`config.mk`:
```
export PLATFORM = sky130hd
export DESIGN_NAME = memb_drain
export DESIGN_NICKNAME = d
export VERILOG_FILES = /design/src/rtl/memb_drain.sv
export SDC_FILE = /design/constraint.sdc
export NUM_CORES = 1
export LEC_CHECK = 0
export BUFFER_PORTS_ARGS = -buffer_cell sky130_fd_sc_hd__buf_2
export CAP_MARGIN = 25
export CORE_UTILIZATION = 56
export CTS_BUF_LIST = sky130_fd_sc_hd__clkbuf_2
export DETAILED_ROUTE_END_ITERATION = 16
export GPL_TIMING_DRIVEN = 0
export PLACE_DENSITY = 0.88
export SLEW_MARGIN = 15
export SYNTH_ARGS = -nofsm -noshare
export SYNTH_HDL_FRONTEND = slang
export SYNTH_SLANG_ARGS = --single-unit
```
`constraint.sdc`:
```
create_clock -name clock -period 1.95 [get_ports clock]
set_input_delay 0.0975 -clock clock [delete_from_list [all_inputs] [get_ports clock]]
set_output_delay 0.0975 -clock clock [all_outputs]
set_load 0.01 [all_outputs]
```
`src/rtl/memb_drain.sv`:
```
// memb_drain: readout stage for MemoryB.
//
// When the Controller is idle and start is pulsed, this block walks MemoryB
// addresses 0..DEPTH-1. It streams each word out over a valid/ready handshake
// and accumulates an unsigned sum and maximum of the drained words.
//
// Ports:
//   clock      rising-edge clock
//   reset      asynchronous active-low reset; clears all state immediately
//   start      one-cycle drain request, sampled only while idle
//   rd_addr    MemoryB address (MemoryB read is combinational)
//   rd_data    MemoryB read data
//   out_data   streamed word (registered)
//   out_valid  out_data holds a word that has not been accepted yet
//   out_ready  consumer accepts the word this cycle
//   out_last   out_data is entry DEPTH-1
//   busy       high in any state other than idle
//   done       one-cycle pulse after the last word is accepted
//   sum_out    unsigned sum of the drained words, held until the next start
//   max_out    unsigned maximum of the drained words, held until the next start
module memb_drain #(
  parameter int unsigned DATA_W = 8,
  parameter int unsigned ADDR_W = 2,
  parameter int unsigned DEPTH  = 4
) (
  input  logic                     clock,
  input  logic                     reset,
  input  logic                     start,
  output logic [ADDR_W-1:0]        rd_addr,
  input  logic [DATA_W-1:0]        rd_data,
  output logic [DATA_W-1:0]        out_data,
  output logic                     out_valid,
  input  logic                     out_ready,
  output logic                     out_last,
  output logic                     busy,
  output logic                     done,
  output logic [DATA_W+ADDR_W-1:0] sum_out,
  output logic [DATA_W-1:0]        max_out
);

  localparam int unsigned SumW = DATA_W + ADDR_W;
  localparam logic [ADDR_W-1:0] LastAddr = ADDR_W'(DEPTH - 1);

  typedef enum logic [1:0] {
    StIdle,
    StLoad,
    StSend,
    StSummary
  } state_e;

  state_e            stateQ, stateD;
  logic [ADDR_W-1:0] addrQ, addrD;
  logic [DATA_W-1:0] dataQ, dataD;
  logic              validQ, validD;
  logic              lastQ, lastD;
  logic [SumW-1:0]   sumQ, sumD;
  logic [DATA_W-1:0] maxQ, maxD;

  always_ff @(posedge clock or negedge reset) begin
    if (!reset) begin
      stateQ <= StIdle;
      addrQ  <= '0;
      dataQ  <= '0;
      validQ <= 1'b0;
      lastQ  <= 1'b0;
      sumQ   <= '0;
      maxQ   <= '0;
    end else begin
      stateQ <= stateD;
      addrQ  <= addrD;
      dataQ  <= dataD;
      validQ <= validD;
      lastQ  <= lastD;
      sumQ   <= sumD;
      maxQ   <= maxD;
    end
  end

  always_comb begin
    stateD = stateQ;
    addrD  = addrQ;
    dataD  = dataQ;
    validD = validQ;
    lastD  = lastQ;
    sumD   = sumQ;
    maxD   = maxQ;

    unique case (stateQ)
      StIdle: begin
        if (start) begin
          // Results of the previous run are held until a new run begins.
          sumD   = '0;
          maxD   = '0;
          stateD = StLoad;
        end
      end

      StLoad: begin
        dataD  = rd_data;
        validD = 1'b1;
        lastD  = (addrQ == LastAddr);
        sumD   = sumQ + SumW'(rd_data);
        if (rd_data > maxQ) begin
          maxD = rd_data;
        end
        stateD = StSend;
      end

      StSend: begin
        if (out_ready) begin
          validD = 1'b0;
          lastD  = 1'b0;
          if (lastQ) begin
            stateD = StSummary;
          end else begin
            addrD  = addrQ + 1'b1;
            stateD = StLoad;
          end
        end
      end

      StSummary: begin
        addrD  = '0;
        stateD = StIdle;
      end

      default: begin
        stateD = StIdle;
      end
    endcase
  end

  assign rd_addr   = addrQ;
  assign out_data  = dataQ;
  assign out_valid = validQ;
  assign out_last  = lastQ;
  assign busy      = (stateQ != StIdle);
  assign done      = (stateQ == StSummary);
  assign sum_out   = sumQ;
  assign max_out   = maxQ;

endmodule

```
# Word-level counts from Yosys, hierarchy flattened
# Index checks and enable logic that the tools add are counted.
# W data, S select, Z words.
[totals]
register_bits = 32
out_inout_bits = 32
elab_cells = 43
input_bits = 12
[classes]
addsub = 2
mux = 15
reduce_logical = 10
magnitude_cmp = 1
n_eq_ne = 8
[op_table]
columns = ["cell", "count"]
rows = [
  ["$pmux W10 S2", 1],
  ["$mux W8", 2],
  ["$pmux W8 S2", 1],
  ["$add A10 B8 Y10", 1],
  ["$mux W10", 1],
  ["$mux W2", 5],
  ["$gt A8 B8 Y1", 1],
  ["$ne A2 B2 Y1 const B", 4],
  ["$pmux W2 S4", 1],
  ["$reduce_bool A2 Y1", 4],
  ["$eq A2 B2 Y1 const B", 3],
  ["$reduce_and A2 Y1", 3],
  ["$reduce_and A3 Y1", 2],
  ["$pmux W1 S2", 2],
  ["$pmux W2 S2", 1],
  ["$add A2 B1 Y2 const B", 1],
  ["$eq A2 B1 Y1 const B", 1],
  ["$logic_not A2 Y1", 1],
  ["$mux W1", 1],
]

# Longest topological paths before layout
# Gate-level depths: netlist of the first run.
[depth]
depth_word = 4
ltp_mapped = 8
depth_no_buf = 8

# Worst setup path after synthesis of the first run
# Ideal clock, no wire load.
[synth_timing]
path_type = "register to register"
from = "reg sumQ[0], in the netlist sum_out[0]"
to = "reg sumQ[8], in the netlist sum_out[8]"
path_stages_with_launch = 9
path_slack_ns = 0.082
setup_ns = 0.079
path_buffers = 0
t_required_ns = 1.871
arrival_ns = 1.788
synth_period_minus_slack_ns = 1.868
cell_sequence = "dfrtp_1 > ha_1 > inv_1 > fa_1 > nor2b_4 > o31a_1 > o221a_1 > o21ai_1 > mux2i_1"
[synth_between]
elab_chain_len = 2
[synth_rtl]
columns = ["element", "line", "text"]
rows = [
  ["start, declared", "56", "logic [SumW-1:0] sumQ, sumD;"],
  ["start signal, assigned", "74", "sumQ <= sumD;"],
  ["$add A10 B8 Y10", "102", "sumD = sumQ + SumW'(rd_data);"],
  ["$pmux W10 S2", "88", "unique case (stateQ)"],
]
# No other way between the ends.
# A chain may end at the register's enable or synchronous reset.

# Worst setup path after layout of the first run
[layout_timing]
from = "reg sumQ[0], in the netlist sum_out[0]"
to = "reg sumQ[6], in the netlist sum_out[6]"
# The elaborated chain is that of the path after synthesis.

==> results_dict.tcl, run 1 <==
set metrics [dict create \
    synthArstFlopShare 1.00 \
    yosys-top-cells-area "dfrtp_1, ha_1, nand2_1" \
    yosys.area.top_type "dfrtp_1" \
    insertion_delay_ns 0.40 \
    diodes 0 \
    max_stage_delay_ns 0.42 \
    pwr-share-clk 0.092 \
    worst_slew_pin_slew_ns 0.709 \
    synthAdderAreaFrac 0.122 \
    yosysMostFrequentCell "nand2_1" \
    firstDrtPassIters 4 \
    antenna_found_initial 0 \
    synth_compound_gate_area_share 0.151 \
    path_buf_inv 1 \
    yosysSeqAreaShare 0.419 \
    wire_per_inst_um 14.7 \
    syn_area_per_cell_sq_um 9.46 \
    rsz0062_at_grt "true" \
    drt-initial-drc-count 70 \
    clock-sinks 32 \
    crit_required_ns 2.26 \
    critPathKind "flop to flop" \
    cpMaxStageDelayCell "dfrtp_1" \
    arrival_ns 2.24 \
    sw_frac_of_total 0.446 \
    synth_fp_nets 232 \
    numCtsBuffers 5 \
    maxCapViolations 0 \
    met2_usage 0.455 \
    die_h_um 60.4 \
    total_power_mw 3.31 \
    yosys-top-cells-count "nand2_1, dfrtp_1, ha_1" \
    fin_area_sq_um 2380 \
    setup_viol 0 \
    grt_pass1_vias 1645 \
    dpl_cell_area_sq_um 2180 \
    grt_use_total 0.276 \
    synthXorXnorAreaFrac 0.00917 \
    grt_max_degree 33 \
    hold_path.class "primary input to flop" \
    path_clk_slew_ns 0.16 \
    ir_drop_mv 0.696 \
    synth_cell_type_count 42 \
    leakage_nw 1.25 \
    cts_tree "yes" \
    grtUsageMet1 0.343 \
    ios 44 \
    p_sw_mw 1.48 \
    ys_seq_elements 32 \
    core_area_sq_um 3150 \
    p_comb_frac 0.566 \
    critical-path-top-delay-family "compound AO/OA/AOI/OAI gates" \
    cp_num_cells 8 \
    wirelength_um 4570 \
    syn_inst 202 \
    crit_path_cell_trace "ha_2 -> inv_2 -> fa_2 -> nor2b_4 -> o31a_1 -> o21a_1 -> o21a_1 -> o31ai_1" \
    yosysWarnings 0 \
    synth_top_family_by_area "simple AND/OR/NAND/NOR gates" \
    drive_above_1_share 0.269 \
    gp_congestion 0.844 \
    initial_utilization 0.606 \
    rows 20 \
    vias_per_cell 5.47 \
    htree_levels 2 \
    grt_pass1_wl_um 7320 \
    finalClockSkew_ns 0.0316 \
    crit_top_cell "o21a_1" \
    hold_slack_ns 0.0294 \
    gr-max-usage-layer "met2" \
    grt.met3_usage 0.0725 \
    antenna_left 0 \
    cts_root_buf "clkbuf_2" \
    startpoint_type "flop" \
    syn2layout_area_growth_pct 24.6 \
    dp_hpwl_um 3020 \
    yosysTopAreaCellShare 0.419 \
    vias 1706 \
    slew_headroom 0.527 \
    io_buffer_count 43 \
    drc 0 \
    nNetsFinal 298 \
    synth-edff-count 0 \
    grt.overflow.total 0 \
    clockBufferDepth 2 \
    tns_ns 0 \
    seqPwrFrac 0.343 \
    fin_crit_ns 1.94 \
    reg2regPathDepth 8 \
    status "completed" \
    die_area_sq_um 3650 \
    crit_fanout 3 \
    fin_crit_sh 0.993 \
    p_per_area_nw_per_um2 1390 \
    hold_viol 0 \
    power.internal_mw 1.83 \
    synth_ff_type "dfrtp_1" \
    fmax_mhz 517 \
    hold_depth 3 \
    final-max-slew-violation-count 0 \
    synth.area.mux_share 0.0576 \
    syn_area_sq_um 1910 \
    synth-simple-area-share 0.187 \
    endpoint_kind "flop" \
    die_width_um 60.4 \
]
## power by group through the flow
stage	combinational, mW	sequential, mW	clock [mW]
3_3_place_gp	1.67	1.12	0
4_1_cts	1.80	1.12	0.301
6_report	1.87	1.13	0.304
3_5_place_dp	1.72	1.14	0
2_1_floorplan	1.08	1.24	0
5_1_grt	2.09	1.16	0.334
## cell type report
cell class	count	area, sq um
clock buffers	5	25.0
plain buffers	7	51.3
repair buffers	59	358
clock inverters	2	7.51
inverters	14	52.6
multi-input cells	149	1030
fillers	225	772
flip-flops and latches	32	801
well taps	44	55.1
## stage by stage
| stage | setup WS [ns] | cells | util |
|---|---|---|---|
| after floorplan | 0.0822 | 202 | - |
| after global placement | 0.0269 | 289 | 0.692 |
| after detailed placement | 0.00199 | 289 | 0.692 |
| after CTS | -0.00961 | 309 | 0.741 |
| after global routing | -0.0257 | 312 | 0.755 |
| final | 0.0143 | 312 | 0.755 |
## path summary, 6_finish.rpt
| path | to | slack [ns] | from |
|---|---|---|---|
| worst max-delay path | sum_out[6] | 0.01 | sum_out[0] |
| max in group asynchronous | sum_out[1] | 1.21 | reset |
| worst min-delay path | stateQ[0] | 0.03 | start |
| min in group asynchronous | out_data[5] | 0.25 | reset |
| worst max register to register | sum_out[6] | 0.01 | sum_out[0] |
| worst min register to register | sum_out[9] | 0.48 | sum_out[9] |
## cell families (layout without fill, tap and decap cells)
logic type	after synthesis	in the layout
AOI/OAI and AO/OA	41	41
xor gates and xnor gates	2	2
adders and majority gates	18	18
buffers and inverters	21	87
DFF	32	32
muxes	11	11
and+or+nand+nor	77	77
## flip-flops by register name (all words and copies together) (netlist names)
signal / cells
stateQ: 2
out_data: 8
out_valid: 1
rd_addr: 2
sum_out: 10
max_out: 8
out_last: 1
## metal layers
metal / up-vias / wire, um
met5: - / 0
met4: 0 / 80
met3: 12 / 256
met2: 57 / 2290
met1: 803 / 1950
li1: 834 / -
## worst register-to-register path: cells and delay by family, from the launching register on
| kind | cells | cell delay [ns] |
|---|---|---|
| fa+ha+maj | 2 | 0.44 |
| simple gates | 1 | 0.05 |
| buf+inv | 1 | 0.06 |
| compound gates | 4 | 0.89 |
| flops | 1 | 0.42 |
## repair_timing
| item | 4_1_cts | 5_1_grt |
|---|---|---|
| hold buffers | 9 | 0 |
| pin swaps | 1 | 3 |
| endpoints found under the setup margin | 10 | 4 |
| hold endpoints to repair | 44 | 0 |
| setup buffers | 4 | 3 |
| gates resized for setup | 1 | 5 |
## cells in the final DEF, fill, tap and decap left out, drive strengths merged, types with 2 or more instances in the layout
cell,n
inv,14
and3,2
nand2b,3
ha,17
o22ai,4
o21ai,9
o31ai,2
nor3,2
nor2,9
clkbuf,7
a21oi,8
dfrtp,32
nand4,2
nand3,7
mux2i,11
nand2,43
buf,55
xor2,2
o21a,4
nor2b,3
a21o,2
a211oi,5
clkinv,2
dlygate4sd3,9
(Power assumes the default switching activity.)
==> run 2: changes to the inputs <==
==> config.mk (replaced) <==
export PLATFORM = sky130hd
export DESIGN_NAME = memb_drain
export DESIGN_NICKNAME = d
export VERILOG_FILES = /design/src/rtl/memb_drain.sv
export SDC_FILE = /design/constraint.sdc
export NUM_CORES = 1
export LEC_CHECK = 0
export CAP_MARGIN = 25
export CORE_UTILIZATION = 26
export CTS_BUF_LIST = sky130_fd_sc_hd__clkbuf_2
export DETAILED_ROUTE_END_ITERATION = 16
export DONT_BUFFER_PORTS = 1
export GPL_TIMING_DRIVEN = 0
export PLACE_DENSITY = 0.45
export SLEW_MARGIN = 15
export SYNTH_ARGS = -nofsm -noshare
export SYNTH_HDL_FRONTEND = slang
export SYNTH_SLANG_ARGS = --single-unit
==> constraint.sdc (replaced) <==
create_clock -name clock -period 1.9 [get_ports clock]
set_input_delay 0.095 -clock clock [delete_from_list [all_inputs] [get_ports clock]]
set_output_delay 0.095 -clock clock [all_outputs]
set_load 0.01 [all_outputs]
==> run 2 against run 1 <==
  * The flow now finishes with violations (negative setup slack)
  * Critical path depth did not move
  * Register-to-register slack got worse by 0.06 ns
  * Power fell by 4.6%
  * Fmax fell by 0.54%
  * Final cell count rose by 3.2%
  * Sequential cell count did not move
==> results_dict.tcl, run 2 (synthesis results as in run 1) <==
set metrics [dict create \
    drive_above_1_share 0.164 \
    dpl_cell_area_sq_um 2030 \
    die_h_um 87.7 \
    p_comb_frac 0.477 \
    cts_root_buf "clkbuf_2" \
    die_area_sq_um 7690 \
    grt.overflow.total 0 \
    insertion_delay_ns 0.36 \
    ir_drop_mv 0.490 \
    hold_viol 0 \
    tns_ns -0.0922 \
    finish.utilization 0.331 \
    fin_crit_sh 1.02 \
    diodes 0 \
    slew_headroom 0.612 \
    firstDrtPassIters 4 \
    dp_hpwl_um 3410 \
    holdCritStartpoint "start" \
    cpMaxStageDelayCell "dfrtp_2" \
    crit_required_ns 2.16 \
    finalClockSkew_ns 0.0191 \
    violations "negative setup slack" \
    die_width_um 87.7 \
    fin_cells 322 \
    cts_tree "yes" \
    clockBufferDepth 2 \
    worst_slew_pin_slew_ns 0.582 \
    final_common_cell "nand2_1" \
    gr-max-usage-layer "met2" \
    ios 44 \
    p_per_area_nw_per_um2 1370 \
    antenna_found_initial 0 \
    antenna_left 0 \
    grt_max_degree 33 \
    crit_top_cell "o21a_1" \
    max_stage_delay_ns 0.49 \
    p_sw_mw 1.45 \
    vias 1491 \
    drc 0 \
    wire_per_inst_um 15.1 \
    crit_fanout 3 \
    dp.cells 298 \
    final_cell_mix "nand2_1, dfrtp_1, ha_1" \
    r2r-start "sum_out[0]" \
    rrSetupSlack_ns -0.05 \
    grt.met3_usage 0.0537 \
    rows 30 \
    grt_pass1_wl_um 7900 \
    io_buffer_count 0 \
    drt-initial-drc-count 66 \
    grt_use_total 0.137 \
    fin_ws_ns -0.0464 \
    largest_register_ffs 10 \
    path_clk_slew_ns 0.17 \
    sw_frac_of_total 0.459 \
    total_power_mw 3.16 \
    crit_path_cell_trace "ha_4 -> inv_2 -> fa_2 -> nor2b_4 -> o31a_1 -> o21a_1 -> o21a_1 -> o31ai_2" \
    final-max-slew-violation-count 0 \
    grt_pass1_vias 1527 \
    r2r_end "sum_out[6]" \
    startpoint_type "flop" \
    fillers 732 \
    reg2regPathDepth 8 \
    status "finished, violations left" \
    fin_area_sq_um 2300 \
    endpoint_kind "flop" \
    core_area_sq_um 6940 \
    dp_slack_ns -0.133 \
    pwr-share-clk 0.097 \
    holdPathEnd "max_out[1]" \
    seqPwrFrac 0.426 \
    hold_depth 3 \
    met2_usage 0.211 \
    setup_viol 3 \
    fmax_mhz 514 \
    gp_congestion 0.744 \
    htree_levels 2 \
    hold_path.class "primary input to flop" \
    syn2layout_area_growth_pct 20.2 \
    clock-sinks 32 \
    hold_slack_ns 0.0713 \
    rsz0062_at_grt "true" \
    critPathKind "flop to flop" \
    initial_utilization 0.275 \
    numCtsBuffers 5 \
    arrival_ns 2.21 \
    wirelength_um 4870 \
    vias_per_cell 4.63 \
    grtUsageMet1 0.174 \
    fin_crit_ns 1.95 \
    nNetsFinal 256 \
    leakage_nw 1.07 \
    maxCapViolations 0 \
    power.internal_mw 1.71 \
]
[run 2: cell count changes in the layout (fill, tap and decap cells not counted), sizes merged]
cell	delta
buf	-44
dlygate4sd3	+2
[run 2: layer usage]
layer  routed length, um  vias to the layer above
met5                   0                        -
met4                  38                        0
met3                 435                        4
met2                2140                       49
met1                2260                      690
li1                    -                      748
[run 2: how the worst max path moves through the flow]
stage,cells past startpoint,to,from
global placement,8,sum_out[8],sum_out[0]
floorplan,8,sum_out[8],sum_out[0]
finish,8,sum_out[6],sum_out[0]
CTS,8,sum_out[6],sum_out[0]
detailed placement,8,sum_out[8],sum_out[0]
global route,8,sum_out[8],sum_out[0]
[run 2: worst max-delay path: cells and delay by family, from the launching register on]
kind | cells | cell delay (ns)
adders and majority gates | 2 | 0.41
AOI/OAI and AO/OA | 4 | 0.85
and+or+nand+nor | 1 | 0.05
DFF | 1 | 0.49
buffers and inverters | 1 | 0.05
[run 2: final cells by class]
type | instances | area (sq um) | share of cell area
Multi-Input combinational cell | 149 | 1050 | 0.459
Sequential cell | 32 | 807 | 0.351
Timing Repair Buffer | 17 | 179 | 0.0779
Tap cell | 96 | 120 | 0.0523
Inverter | 14 | 52.6 | 0.0229
Buffer | 7 | 51.3 | 0.0223
Clock buffer | 5 | 25.0 | 0.0109
Clock inverter | 2 | 7.51 | 0.00327
[run 2: repair_timing]
item,4_1_cts,5_1_grt
setup endpoints to repair,12,12
gates cloned,0,0
pin swaps,1,3
hold buffers,12,0
setup buffers,3,2
gates resized for setup,7,12
hold endpoints to repair,53,0
[run 2: power groups by stage]
stage	Combinational, mW	Clock, mW	Sequential (mW)
global route	1.72	0.361	1.41
detailed placement	1.36	0	1.36
global placement	1.35	0	1.36
floorplan	1.11	0	1.27
finish	1.51	0.305	1.35
CTS	1.46	0.333	1.35
